===== src/rtl/adc_capture_sequencer.sv =====
// Purpose : arms on a CSR pulse, waits for a trigger, then decimates ADC samples into a RAM window.
// Latency : a kept sample is written to RAM 1 cycle after it is presented (registered write port).
// Backpress: none; the ADC stream cannot be stalled, so samples arriving outside CAPTURE are dropped.
//
// Ports
//   sys_clk, sys_rst_n      : clock, asynchronous active-low reset
//   adc_sample_in/valid_i   : incoming sample stream
//   csr_arm_i/abort_i       : one-cycle control pulses (abort has priority over everything)
//   csr_sw_trig_i/trig_ext_i: software trigger pulse / synchronised external trigger level
//   csr_trig_mode_i         : 0 immediate, 1 ext rising edge, 2 software, 3 same as 0
//   csr_decim_i             : keep 1 of every (decim+1) valid samples
//   csr_len_i/csr_base_i    : capture length (0 or > MAX_LEN means MAX_LEN) and RAM start address
//   mem_*_o                 : RAM write port; address/data hold when mem_we_o is low
//   csr_busy/done/count/state_o : status
module adc_capture_sequencer #(
    parameter int DATA_W  = 32,
    parameter int ADDR_W  = 13,
    parameter int MAX_LEN = 4096
) (
    input  logic              sys_clk,
    input  logic              sys_rst_n,
    input  logic [DATA_W-1:0] adc_sample_in,
    input  logic              adc_valid_i,
    input  logic              csr_arm_i,
    input  logic              csr_abort_i,
    input  logic              csr_sw_trig_i,
    input  logic              trig_ext_i,
    input  logic [1:0]        csr_trig_mode_i,
    input  logic [7:0]        csr_decim_i,
    input  logic [ADDR_W-1:0] csr_len_i,
    input  logic [ADDR_W-1:0] csr_base_i,
    output logic              mem_we_o,
    output logic [ADDR_W-1:0] mem_addr_o,
    output logic [DATA_W-1:0] mem_data_o,
    output logic              csr_busy_o,
    output logic              csr_done_o,
    output logic [ADDR_W-1:0] csr_count_o,
    output logic [1:0]        csr_state_o
);

    typedef enum logic [1:0] {
        IDLE    = 2'd0,
        ARMED   = 2'd1,
        CAPTURE = 2'd2,
        DONE    = 2'd3
    } state_t;

    // Length is held one bit wider than the address so MAX_LEN == 2**ADDR_W
    // would still be representable.
    localparam logic [31:0]     MAX_LEN_32 = MAX_LEN;
    localparam logic [ADDR_W:0] MAX_LEN_W  = MAX_LEN_32[ADDR_W:0];
    localparam logic [ADDR_W:0] ONE_W      = {{ADDR_W{1'b0}}, 1'b1};

    state_t            state;
    state_t            state_nxt;

    logic [1:0]        cfg_mode;
    logic [7:0]        cfg_decim;
    logic [ADDR_W:0]   cfg_len;
    logic [ADDR_W-1:0] cfg_base;

    logic [7:0]        dec_cnt;
    logic              trig_q;
    logic              trig_hit;
    logic              arm_go;
    logic              keep;
    logic              last;

    logic [ADDR_W:0]   len_in;
    logic [ADDR_W:0]   len_eff;
    logic [ADDR_W:0]   count_ext;

    assign len_in    = {1'b0, csr_len_i};
    assign len_eff   = ((len_in == '0) || (len_in > MAX_LEN_W)) ? MAX_LEN_W : len_in;
    assign count_ext = {1'b0, csr_count_o} + ONE_W;

    assign csr_busy_o  = (state == ARMED) || (state == CAPTURE);
    assign csr_state_o = state;

    // Trigger qualifier uses the latched mode so CSR writes after arming do nothing.
    always_comb begin
        trig_hit = 1'b1;
        case (cfg_mode)
            2'd1:    trig_hit = trig_ext_i & ~trig_q;
            2'd2:    trig_hit = csr_sw_trig_i;
            default: trig_hit = 1'b1;
        endcase
    end

    always_ff @(posedge sys_clk or negedge sys_rst_n) begin
        if (!sys_rst_n) begin
            state <= IDLE;
        end else begin
            state <= state_nxt;
        end
    end

    // Abort overrides every other event, including a same-cycle arm or trigger
    // and a sample that would otherwise be written.
    always_comb begin
        state_nxt = state;
        arm_go    = 1'b0;
        keep      = 1'b0;
        last      = 1'b0;
        if (csr_abort_i) begin
            state_nxt = IDLE;
        end else begin
            case (state)
                IDLE, DONE: begin
                    if (csr_arm_i) begin
                        state_nxt = ARMED;
                        arm_go    = 1'b1;
                    end
                end
                ARMED: begin
                    if (trig_hit) begin
                        state_nxt = CAPTURE;
                    end
                end
                CAPTURE: begin
                    if (adc_valid_i && (dec_cnt == 8'd0)) begin
                        keep = 1'b1;
                        if (count_ext == cfg_len) begin
                            last      = 1'b1;
                            state_nxt = DONE;
                        end
                    end
                end
                default: state_nxt = IDLE;
            endcase
        end
    end

    always_ff @(posedge sys_clk or negedge sys_rst_n) begin
        if (!sys_rst_n) begin
            mem_we_o    <= 1'b0;
            mem_addr_o  <= '0;
            mem_data_o  <= '0;
            csr_done_o  <= 1'b0;
            csr_count_o <= '0;
            cfg_mode    <= 2'd0;
            cfg_decim   <= 8'd0;
            cfg_len     <= '0;
            cfg_base    <= '0;
            dec_cnt     <= 8'd0;
            trig_q      <= 1'b0;
        end else begin
            mem_we_o <= 1'b0;
            // Edge history tracks the pin in every state, so a level that is
            // already high when the block arms is not seen as an edge.
            trig_q   <= trig_ext_i;

            if (arm_go) begin
                cfg_mode    <= csr_trig_mode_i;
                cfg_decim   <= csr_decim_i;
                cfg_len     <= len_eff;
                cfg_base    <= csr_base_i;
                csr_count_o <= '0;
                csr_done_o  <= 1'b0;
            end

            if (csr_abort_i) begin
                csr_done_o <= 1'b0;
            end

            // Held at zero while armed so the first valid sample in CAPTURE is kept;
            // only valid cycles advance it.
            if (state == ARMED) begin
                dec_cnt <= 8'd0;
            end else if ((state == CAPTURE) && adc_valid_i) begin
                dec_cnt <= (dec_cnt == cfg_decim) ? 8'd0 : dec_cnt + 8'd1;
            end

            if (keep) begin
                mem_we_o    <= 1'b1;
                mem_addr_o  <= cfg_base + csr_count_o;
                mem_data_o  <= adc_sample_in;
                csr_count_o <= count_ext[ADDR_W-1:0];
                if (last) begin
                    csr_done_o <= 1'b1;
                end
            end
        end
    end

endmodule


===== config.mk =====
export PLATFORM = sky130hd
export DESIGN_NAME = adc_capture_sequencer
export DESIGN_NICKNAME = d
export VERILOG_FILES = /design/src/rtl/adc_capture_sequencer.sv
export SDC_FILE = /design/constraint.sdc
export NUM_CORES = 1
export LEC_CHECK = 0
export CAP_MARGIN = 10
export CORE_ASPECT_RATIO = 0.5
export CORE_MARGIN = 10
export CORE_UTILIZATION = 50
export CTS_CLUSTER_DIAMETER = 40
export DETAILED_ROUTE_END_ITERATION = 7
export MAX_ROUTING_LAYER = met4
export PLACE_DENSITY_LB_ADDON = 0.12
export REMOVE_ABC_BUFFERS = 1
export SETUP_SLACK_MARGIN = 0.05
export SLEW_MARGIN = 10
export SYNTH_ARGS = -nofsm -noshare
export SYNTH_HDL_FRONTEND = slang
export SYNTH_SLANG_ARGS = --single-unit
export TNS_END_PERCENT = 20

===== constraint.sdc =====
create_clock -name sys_clk -period 3.85 [get_ports sys_clk]
set_input_delay 0.77 -clock sys_clk [delete_from_list [all_inputs] [get_ports sys_clk]]
set_output_delay 0.77 -clock sys_clk [all_outputs]
set_load 0.05 [all_outputs]

==> impl_metrics.tcl <==
set metrics [dict create \
    clkTransAtPathRegs_ns 0.08 \
    p_int_w 0.00300 \
    synth_edf_count 0 \
    status "complete, no violations" \
    cts_buffers 9 \
    routedWlPerCell_um 16.4 \
    diodes 0 \
    syn_area_um2 5460 \
    dr.pass1.iters 5 \
    syn_inst 574 \
    cp-start-kind "flip-flop" \
    die_x_um 168 \
    seq_area_um2 2680 \
    post-cts-setup-buffers 0 \
    fmax_ghz 0.316 \
    dp.cells 833 \
    ys_seq_area_frac 0.490 \
    vdd.ir_drop.worst_mv 0.463 \
    wl_mm 13.9 \
    post-route-util 0.697 \
    fin_cells 850 \
    worstPathCellList "ha_1, and4_1, a41oi_2, a2111oi_2, nand4bb_1, or4_4, o31ai_4, mux2_1" \
    die_y_um 93.9 \
    switching_power_w 0.00218 \
    dr_total_vias 4546 \
    ys_ff_latch 107 \
    slowest_stage "dfrtp_1" \
    initial_core_util 0.523 \
    postCtsHoldBufs 0 \
    p_per_area_nw_per_um2 712 \
    syn_avg_cell_area_um2 9.52 \
    hold_violations 0 \
    clkPwrFrac 0.186 \
    slew_viol_final 0 \
    worst_slew_pin_slew_ns 0.683 \
    route.detailed.drc 0 \
    gp_congestion 0.882 \
    p_leak_nw 3.27 \
    timing.final.ws_setup_ns 0.680 \
    htreeDepth 3 \
    clock_latency_ns 0.35 \
    multi_input_area_um2 2600 \
    drive_gt1_frac 0.0831 \
    io_buffers 137 \
    period_minus_slack_ns 3.17 \
    drt-vias-per-instance 5.35 \
    swShare 0.421 \
    holdWs_ns 0.402 \
    core_area_um2 10400 \
    seq_power_share 0.352 \
    nets 800 \
    yosysTopAreaCell "dfrtp_1" \
    rows 26 \
    place_hpwl_mm 10.3 \
    antenna_left 0 \
    ys_top_cells_by_area "dfrtp_1 49%, nand2_1 10%, mux2_2 4.9%, o21ai_0 4.5%, ha_1 4.4%" \
    areaGrowthSynthToFinish_pct 33.3 \
    clock-root-buffer "clkbuf_16" \
    ios 138 \
    drt_iter0_drc 229 \
    yosys_warnings 0 \
    grt_use_total 0.180 \
    grt_pass1_vias 4581 \
    synth_cell_types 55 \
    cp-end-kind "flip-flop" \
    fillers 821 \
    clock-sinks 107 \
    antenna_found_initial 0 \
    power_frac_comb 0.462 \
    worst-path-max-fanout 9 \
    fin_worst_skew_ns 0.0141 \
    layout_common_cells "146 x nand2_1, 136 x clkdlybuf4s50_1, 107 x dfrtp_1" \
    hold_path.class "primary input to asynchronous set/reset pin" \
    fp.dieArea_um2 15800 \
    arrival_ns 3.39 \
    synth_top_area_frac 0.490 \
    grt_pass1_wl_mm 22.6 \
    dp_slack_ns 0.553 \
    grt_max_degree 88 \
    relSlewSlack 0.545 \
    cp_slowest_stage_delay_ns 0.53 \
    maxCapViolations 0 \
    cts.path.max_buffers 2 \
    crit_family "simple AND/OR/NAND/NOR gates" \
    worst-path-buf-inv 0 \
    cp_data_required_time_ns 4.07 \
    cts_tree "built" \
    yosys_most_used_dff "dfrtp_1" \
    crit_type "flip-flop to flip-flop" \
    final_common_cell "nand2_1" \
    cts_resized 0 \
    rsz0062_at_grt "false" \
    tns_ns 0 \
    synthArstFlopShare 1.00 \
    grt-ovfl-total 0 \
    min_period_over_period 0.823 \
    setup_viol 0 \
]
metrics by stage:
step / power, W / area, um2
6_report: 0.00518 / 7280
5_1_grt: 0.00551 / 7280
4_1_cts: 0.00523 / 7250
3_5_place_dp: 0.00426 / 6950
3_3_place_gp: 0.00420 / 6950
2_1_floorplan: 0.00343 / 5340
final cells by class:
type                       instances  area share
sequential                       107       0.368
multi-input combinational        424       0.357
timing repair buffer             146       0.200
clock buffer                       9      0.0309
tap                              140      0.0241
clock inverter                     7      0.0112
inverter                          17     0.00876
cell usage after synthesis, drive strengths merged (4+ instances only):
library cell and number:
ha 19, dfrtp 107, o41ai 4, a31oi 5, or3 6, clkbuf 21, xor2 14, nor2 24
o31ai 7, xnor2 18, nand3 17, nand2 146, a21oi 18, buf 5, o21ai 50, mux2 26
nand2b 9, a22o 10, nor3 7, inv 17
path summary, 6_finish.rpt:
| kind | from | to | slack, ns | cells after the start |
|---|---|---|---|---|
| worst max-delay path | csr_count_o[0] | csr_state_o[0] | 0.68 | 8 |
| worst min register to register | mem_addr_o[0] | mem_addr_o[0] | 0.48 | 2 |
| max in group asynchronous | sys_rst_n | mem_data_o[4] | 2.67 | 3 |
| min in group sys_clk | mem_addr_o[0] | mem_addr_o[0] | 0.48 | 2 |
| worst min-delay path | sys_rst_n | cfg_mode[1] | 0.40 | 1 |
| worst max register to register | csr_count_o[0] | csr_state_o[0] | 0.68 | 8 |
sequential cells by signal, indices dropped and copies added (netlist names):
register / cells
cfg_base: 13
cfg_decim: 8
cfg_len: 13
cfg_mode: 2
csr_count_o: 13
csr_done_o: 1
csr_state_o: 2
dec_cnt: 8
mem_addr_o: 13
mem_data_o: 32
mem_we_o: 1
trig_q: 1
power by group through the flow:
stage / logic [W] / clock network (W) / registers, W
final: 0.00240 / 0.000963 / 0.00183
after global routing: 0.00260 / 0.00102 / 0.00189
after CTS: 0.00242 / 0.000980 / 0.00183
after detailed placement: 0.00241 / 0 / 0.00184
after global placement: 0.00237 / 0 / 0.00183
after floorplan: 0.000904 / 0 / 0.00252
per-layer routing:
layer	part of all wire	wire length, um	track usage
met3	0.081	1120	0.0698
met2	0.45	6290	0.275
met1	0.46	6430	0.225
met4	0.0062	86	0.0324
met5	0	0	-
cell families (layout without fill, tap and decap cells):
group | after synthesis | after routing | share of synthesized area
simple gates | 234 | 234 | 0.190
compound gates | 110 | 110 | 0.130
flops | 107 | 107 | 0.490
buf+inv | 43 | 179 | 0.0339
xor+xnor | 32 | 32 | 0.0513
mux | 28 | 28 | 0.0572
fa+ha+maj | 20 | 20 | 0.0472
Note: power is estimated with default switching activity, not from simulation.
